<file path="config.mk">
export PLATFORM = sky130hd
export DESIGN_NAME = score_digit_unit_flat
export DESIGN_NICKNAME = d
export VERILOG_FILES = /design/src/rtl/score_digit_if.sv /design/src/rtl/score_digit_unit.sv /design/src/flat_wrapper.sv
export SDC_FILE = /design/constraint.sdc
export NUM_CORES = 1
export LEC_CHECK = 0
export ABC_AREA = 1
export CAP_MARGIN = 40
export CORE_MARGIN = 2
export CORE_UTILIZATION = 49
export CTS_CLUSTER_DIAMETER = 80
export DETAILED_ROUTE_END_ITERATION = 8
export GPL_TIMING_DRIVEN = 0
export PLACE_DENSITY = 0.68
export SYNTH_ARGS = -nofsm -noshare
export SYNTH_HDL_FRONTEND = slang
export SYNTH_SLANG_ARGS = --single-unit
</file>
<file path="constraint.sdc">
create_clock -name Clk -period 1.8 [get_ports Clk]
set_input_delay 0.27 -clock Clk [delete_from_list [all_inputs] [get_ports Clk]]
set_output_delay 0.27 -clock Clk [all_outputs]
set_load 0.005 [all_outputs]
</file>
<file path="src/rtl/score_digit_if.sv">
// Frame-sampled score input and BCD digit outputs between the entity table,
// the digit unit and the score-sprite renderer.
interface score_digit_if #(parameter int SCORE_W = 8);
    logic               frame_clk;
    logic [SCORE_W-1:0] score;
    logic               res;
    logic [3:0]         ones, tens, hund;
    logic [3:0]         hi_ones, hi_tens, hi_hund;
    logic               digits_valid;
    logic               busy;
    logic               new_high;

    modport master (
        output frame_clk, score, res,
        input  ones, tens, hund, hi_ones, hi_tens, hi_hund,
               digits_valid, busy, new_high
    );

    modport slave (
        input  frame_clk, score, res,
        output ones, tens, hund, hi_ones, hi_tens, hi_hund,
               digits_valid, busy, new_high
    );
endinterface

</file>
<file path="src/rtl/score_digit_unit.sv">
// Once-per-frame binary-to-BCD (double dabble) conversion of the game score,
// with a session high score kept in both binary and BCD form.
module score_digit_unit #(
    parameter int SCORE_W = 8
) (
    input  logic         Clk,
    input  logic         Reset_n,
    score_digit_if.slave bus
);
    localparam int SR_W  = SCORE_W + 12;
    localparam int CNT_W = $clog2(SCORE_W) + 1;

    typedef enum logic [1:0] {IDLE, LOAD, SHIFT, DONE} state_t;

    state_t             state_q, state_d;
    logic [2:0]         sync_q;
    logic               frame_edge;
    logic [SCORE_W-1:0] snap_bin_q, hi_bin_q;
    logic               snap_res_q;
    logic [SR_W-1:0]    sr_q, sr_adj;
    logic [CNT_W-1:0]   cnt_q;
    logic [3:0]         ones_q, tens_q, hund_q;
    logic [3:0]         hi_ones_q, hi_tens_q, hi_hund_q;
    logic               valid_q, busy_q, new_high_q;
    logic [3:0]         d_ones, d_tens, d_hund;

    assign frame_edge = sync_q[1] & ~sync_q[2];
    assign d_ones = sr_q[SCORE_W     +: 4];
    assign d_tens = sr_q[SCORE_W + 4 +: 4];
    assign d_hund = sr_q[SCORE_W + 8 +: 4];

    always_comb begin
        state_d = state_q;
        case (state_q)
            IDLE:    if (frame_edge) state_d = LOAD;
            LOAD:    state_d = SHIFT;
            SHIFT:   if (cnt_q == CNT_W'(SCORE_W - 1)) state_d = DONE;
            DONE:    state_d = IDLE;
            default: state_d = IDLE;
        endcase
    end

    // Add-3 on every BCD nibble >= 5 before the shift; nibbles never exceed 9.
    always_comb begin
        sr_adj = sr_q;
        for (int i = 0; i < 3; i++) begin
            if (sr_q[SCORE_W + 4*i +: 4] >= 4'd5)
                sr_adj[SCORE_W + 4*i +: 4] = sr_q[SCORE_W + 4*i +: 4] + 4'd3;
        end
    end

    always_ff @(posedge Clk or negedge Reset_n) begin
        if (!Reset_n) begin
            state_q    <= IDLE;
            sync_q     <= '0;
            snap_bin_q <= '0;
            snap_res_q <= 1'b0;
            hi_bin_q   <= '0;
            sr_q       <= '0;
            cnt_q      <= '0;
            ones_q     <= '0;
            tens_q     <= '0;
            hund_q     <= '0;
            hi_ones_q  <= '0;
            hi_tens_q  <= '0;
            hi_hund_q  <= '0;
            valid_q    <= 1'b0;
            busy_q     <= 1'b0;
            new_high_q <= 1'b0;
        end else begin
            state_q    <= state_d;
            sync_q     <= {sync_q[1:0], bus.frame_clk};
            new_high_q <= 1'b0;
            // Stays high through the new_high cycle so busy spans LOAD..DONE+1.
            busy_q     <= (state_d != IDLE) || (state_q == DONE);
            case (state_q)
                IDLE: if (frame_edge) begin
                    snap_bin_q <= bus.score;
                    snap_res_q <= bus.res;
                end
                LOAD: begin
                    sr_q  <= SR_W'(snap_bin_q);
                    cnt_q <= '0;
                end
                SHIFT: begin
                    sr_q  <= {sr_adj[SR_W-2:0], 1'b0};
                    cnt_q <= cnt_q + 1'b1;
                end
                DONE: begin
                    valid_q <= 1'b1;
                    if (snap_res_q) begin
                        ones_q <= '0;
                        tens_q <= '0;
                        hund_q <= '0;
                    end else begin
                        ones_q <= d_ones;
                        tens_q <= d_tens;
                        hund_q <= d_hund;
                        if (snap_bin_q > hi_bin_q) begin
                            hi_bin_q   <= snap_bin_q;
                            hi_ones_q  <= d_ones;
                            hi_tens_q  <= d_tens;
                            hi_hund_q  <= d_hund;
                            new_high_q <= 1'b1;
                        end
                    end
                end
                default: ;
            endcase
        end
    end

    assign bus.ones         = ones_q;
    assign bus.tens         = tens_q;
    assign bus.hund         = hund_q;
    assign bus.hi_ones      = hi_ones_q;
    assign bus.hi_tens      = hi_tens_q;
    assign bus.hi_hund      = hi_hund_q;
    assign bus.digits_valid = valid_q;
    assign bus.busy         = busy_q;
    assign bus.new_high     = new_high_q;
endmodule

</file>
<file path="src/flat_wrapper.sv">
// flat-port wrapper written by rule: the top's interface ports become plain ports
module score_digit_unit_flat 
#(
    parameter int SCORE_W = 8
)
  (Clk, Reset_n, bus_frame_clk, bus_score, bus_res, bus_ones, bus_tens, bus_hund, bus_hi_ones, bus_hi_tens, bus_hi_hund, bus_digits_valid, bus_busy, bus_new_high);
  score_digit_if #(.SCORE_W(SCORE_W)) bus_i ();
  input  logic Clk;
  input  logic Reset_n;
  input wire logic [$bits(bus_i.frame_clk)-1:0] bus_frame_clk;
  input wire logic [$bits(bus_i.score)-1:0] bus_score;
  input wire logic [$bits(bus_i.res)-1:0] bus_res;
  output wire logic [$bits(bus_i.ones)-1:0] bus_ones;
  output wire logic [$bits(bus_i.tens)-1:0] bus_tens;
  output wire logic [$bits(bus_i.hund)-1:0] bus_hund;
  output wire logic [$bits(bus_i.hi_ones)-1:0] bus_hi_ones;
  output wire logic [$bits(bus_i.hi_tens)-1:0] bus_hi_tens;
  output wire logic [$bits(bus_i.hi_hund)-1:0] bus_hi_hund;
  output wire logic [$bits(bus_i.digits_valid)-1:0] bus_digits_valid;
  output wire logic [$bits(bus_i.busy)-1:0] bus_busy;
  output wire logic [$bits(bus_i.new_high)-1:0] bus_new_high;
  assign bus_i.frame_clk = bus_frame_clk;
  assign bus_i.score = bus_score;
  assign bus_i.res = bus_res;
  assign bus_ones = bus_i.ones;
  assign bus_tens = bus_i.tens;
  assign bus_hund = bus_i.hund;
  assign bus_hi_ones = bus_i.hi_ones;
  assign bus_hi_tens = bus_i.hi_tens;
  assign bus_hi_hund = bus_i.hi_hund;
  assign bus_digits_valid = bus_i.digits_valid;
  assign bus_busy = bus_i.busy;
  assign bus_new_high = bus_i.new_high;
  score_digit_unit #(.SCORE_W(SCORE_W)) u_core (.Clk(Clk), .Reset_n(Reset_n), .bus(bus_i));
endmodule
</file>
==> summary.txt <==
Outcome
  – Status: completed

Worst setup path
  – Startpoint class of the critical path: flip-flop
  – R2r worst-path depth: 7
  – Critical Path RT: 2.07 ns
  – CP most frequent cell: inv_1
  – Crit-path cells: inv_1 > ha_1 > buf_4 > inv_1 > nor2_2 > inv_1 > o211ai_1
  – WP data arrival: 1.92 ns
  – Worst path depth: 7
  – Family with the most delay on the worst path: buffers and inverters
  – Max incr delay on CP: 0.38 ns
  – CP bufs+invs: 4
  – Worst Path Max Fanout: 9
  – WS Path Type: flip-flop to flip-flop
  – Crit path capture type: flip-flop
  – Slowest cell on crit path: dfrtp_1

Global route
  – First-pass GRT wire length: 11700 um
  – Total Routing Usage GR: 20.5%
  – Vias in the first global route: 2472
  – Met1 Use GR: 29.5%
  – GRT met3 Usage: 4.52%
  – Most Used Layer, Global Route: met1
  – Initial antenna violation count: 0
  – Total grt overflow: 0
  – Largest net degree at the start of global routing: 50
  – M2 GR Usage: 29.4%

Clocking
  – TritonCTS Buffers: 9
  – Bufs on Longest Clock Path: 2
  – Latest clock arrival within the worst-skew pair: 0.35 ns
  – H-tree depth: 3
  – CTS tree: built
  – Postcts setup bufs: 0
  – CTS clk-pin slew, worst paths: 0.08 ns
  – CTS sink cnt: 73
  – Root Buffer: clkbuf_8

Final layout
  – Post-layout util: 63.2%
  – Layout cells sized above 1: 11.0%
  – Fill cells: 553
  – Non-Filler Instances: 487
  – Commonest non-fill, non-tap cell in the layout: nand2_1
  – Layout Nets: 436
  – Area Overhead vs Synth: 22.9%
  – Ant diodes: 0
  – Most frequent cells in the layout: 100 x nand2_1, 73 x dfrtp_1, 37 x clkdlybuf4s50_1

Drt
  – DRC viols: 0
  – Via count: 2443
  – Routed wire length: 6490 um
  – Pre-antenna DRT Iters: 4
  – Number of routed nets with antenna violations: 0
  – Initial drt markers: 222
  – Via/cell ratio: 5.02
  – Avg WL per Cell: 13.3 um

STA
  – Tmin final: 1.65 ns
  – Slew @ Worst Pin: 0.410 ns
  – Setup violators final: 0
  – Worst slew margin: 72.6%
  – Final slew viol count: 0
  – Worst hold margin: 0.351 ns
  – Final Hold Fails: 0
  – Final worst slack: 0.153 ns
  – Worst clock skew: 0.00796 ns
  – Fin crit share: 91.5%
  – F_max: 607 MHz

Power
  – Pwr/cell area: 1490 nW/um2
  – Max VDD drop: 1060 uV
  – P_leak: 1.99 nW

Die
  – CORE AREA: 6420 um2
  – Ports: 39
  – Die area: 7410 um2
  – Die Y: 86.1 um
  – Initial Util: 51.4%
  – Std-Cell Rows: 29
  – Die span in x: 86.1 um

Placed design
  – Placed cells: 470
  – Post-Place Setup Slack: -0.00452 ns
  – IO buf count: 38
  – Final Wtd Congestion: 0.812
  – Final HPWL DP: 4680 um

Logic synthesis
  – Cells after synthesis: 354
  – Cell taking the most area after synthesis: dfrtp_1
  – Sequential share of the synthesized area: 55.3%
  – Synth top area cells: dfrtp_1 55%, nand2_1 11%, ha_1 7.2%
  – Synth Warn #: 0
  – Syn_area_per_cell: 9.33 um2
  – Yosys cell types: 27
  – Area share of the largest cell type after synthesis: 55.3%
  – Post-Syn Area: 3300 um2
  – Post-Synthesis Net Count: 385
  – Flop and latch count out of synthesis: 73

Hold path
  – Hold path depth: 1
  – Hold Path Class: input port to flip-flop

Run
  – Maxcap violations: 0
[worst paths after layout]
| path | slack, ns | endpoint | from |
|---|---|---|---|
| min | 0.35 | u_core.sync_q[0] | bus_frame_clk |
| max | 0.15 | u_core.sr_q[7] | u_core.state_q[0] |
| max in group asynchronous | 0.90 | u_core.sr_q[17] | Reset_n |
| min reg2reg | 0.36 | u_core.sync_q[1] | u_core.sync_q[0] |
| max reg2reg | 0.15 | u_core.sr_q[7] | u_core.state_q[0] |
| min in group asynchronous | 0.36 | u_core.cnt_q[3] | Reset_n |
[logic make-up (layout without fill, tap and decap cells)]
kind of cell | after synthesis | in the layout | synth area share [%]
AO/OA/AOI/OAI | 49 | 49 | 8.26
XOR/XNOR | 2 | 2 | 0.531
adder cells (fa/ha/maj) | 19 | 19 | 7.20
buffers and inverters | 50 | 106 | 6.71
flip-flops | 73 | 73 | 55.3
multiplexers | 7 | 7 | 2.39
AND/OR/NAND/NOR | 154 | 154 | 19.6
[state kept, by name, indices dropped and copies added (netlist names)]
signal / flops
u_core.sync_q: 3
u_core.hi_bin_q: 8
u_core.bus.hi_hund: 4
u_core.bus.new_high: 1
u_core.state_q: 2
u_core.bus.hi_tens: 4
u_core.snap_bin_q: 8
u_core.bus.digits_valid: 1
u_core.bus.hi_ones: 4
u_core.snap_res_q: 1
u_core.bus.busy: 1
u_core.bus.tens: 4
u_core.sr_q: 20
u_core.bus.ones: 4
u_core.bus.hund: 4
u_core.cnt_q: 4
[cell usage after synthesis (all sizes together)]
cell	n
a21o	1
a21oi	10
o211ai	2
or2	3
clkbuf	4
inv	37
nand3	34
o22ai	2
o21ai	32
o21a	1
ha	19
dfrtp	73
mux2	7
buf	9
nand4	3
nand3b	1
nand2	102
o2111ai	1
nor2	11
xor2	2
[worst register-to-register path: cells and delay by family, from the launching register on]
family / cells / cell delay [ns]
compound gates: 1 / 0.16
fa+ha+maj: 1 / 0.31
simple gates: 1 / 0.26
buf+inv: 4 / 0.45
flops: 1 / 0.38
[where the power goes]
part	leakage, nW	switching, W	internal (W)
logic	0.927	0.00127	0.000914
registers	0.952	0.000313	0.00207
clock network	0.115	0.000616	0.000851
[area by class of cell]
| type | instances | area [um2] | area share, % |
|---|---|---|---|
| buffer | 13 | 88.8 | 2.19 |
| clock buffer | 11 | 151 | 3.73 |
| clock inverter | 5 | 77.6 | 1.91 |
| inverter | 37 | 139 | 3.42 |
| multi-input combinational | 231 | 1260 | 31.1 |
| sequential | 73 | 1830 | 45.0 |
| tap | 77 | 96.3 | 2.37 |
| timing repair buffer | 40 | 415 | 10.2 |
[timing repair]
| action | 4_1_cts | 5_1_grt |
|---|---|---|
| hold buffers | 1 | 0 |
| endpoints found under the hold margin | 24 | 0 |
| gates resized for setup | 1 | 7 |
| setup endpoints to repair | 8 | 18 |
[stage by stage]
stage | total power, W | setup TNS, ns | cell area [um2]
CTS | 0.00604 | 0 | 4050
finish | 0.00604 | 0 | 4060
global placement | 0.00447 | -150.70 | 3780
floorplan | 0.00385 | 0 | 3300
detailed placement | 0.00454 | -0.00452 | 3800
global route | 0.00655 | -0.00990 | 4060
[metal layers]
layer  routed length [um]  part of all wire, %
met5                    0                    0
met4                  141                  2.2
met3                  237                  3.7
met2                 2810                   43
met1                 3300                   51
No activity file was read; power rests on OpenSTA's default activity.
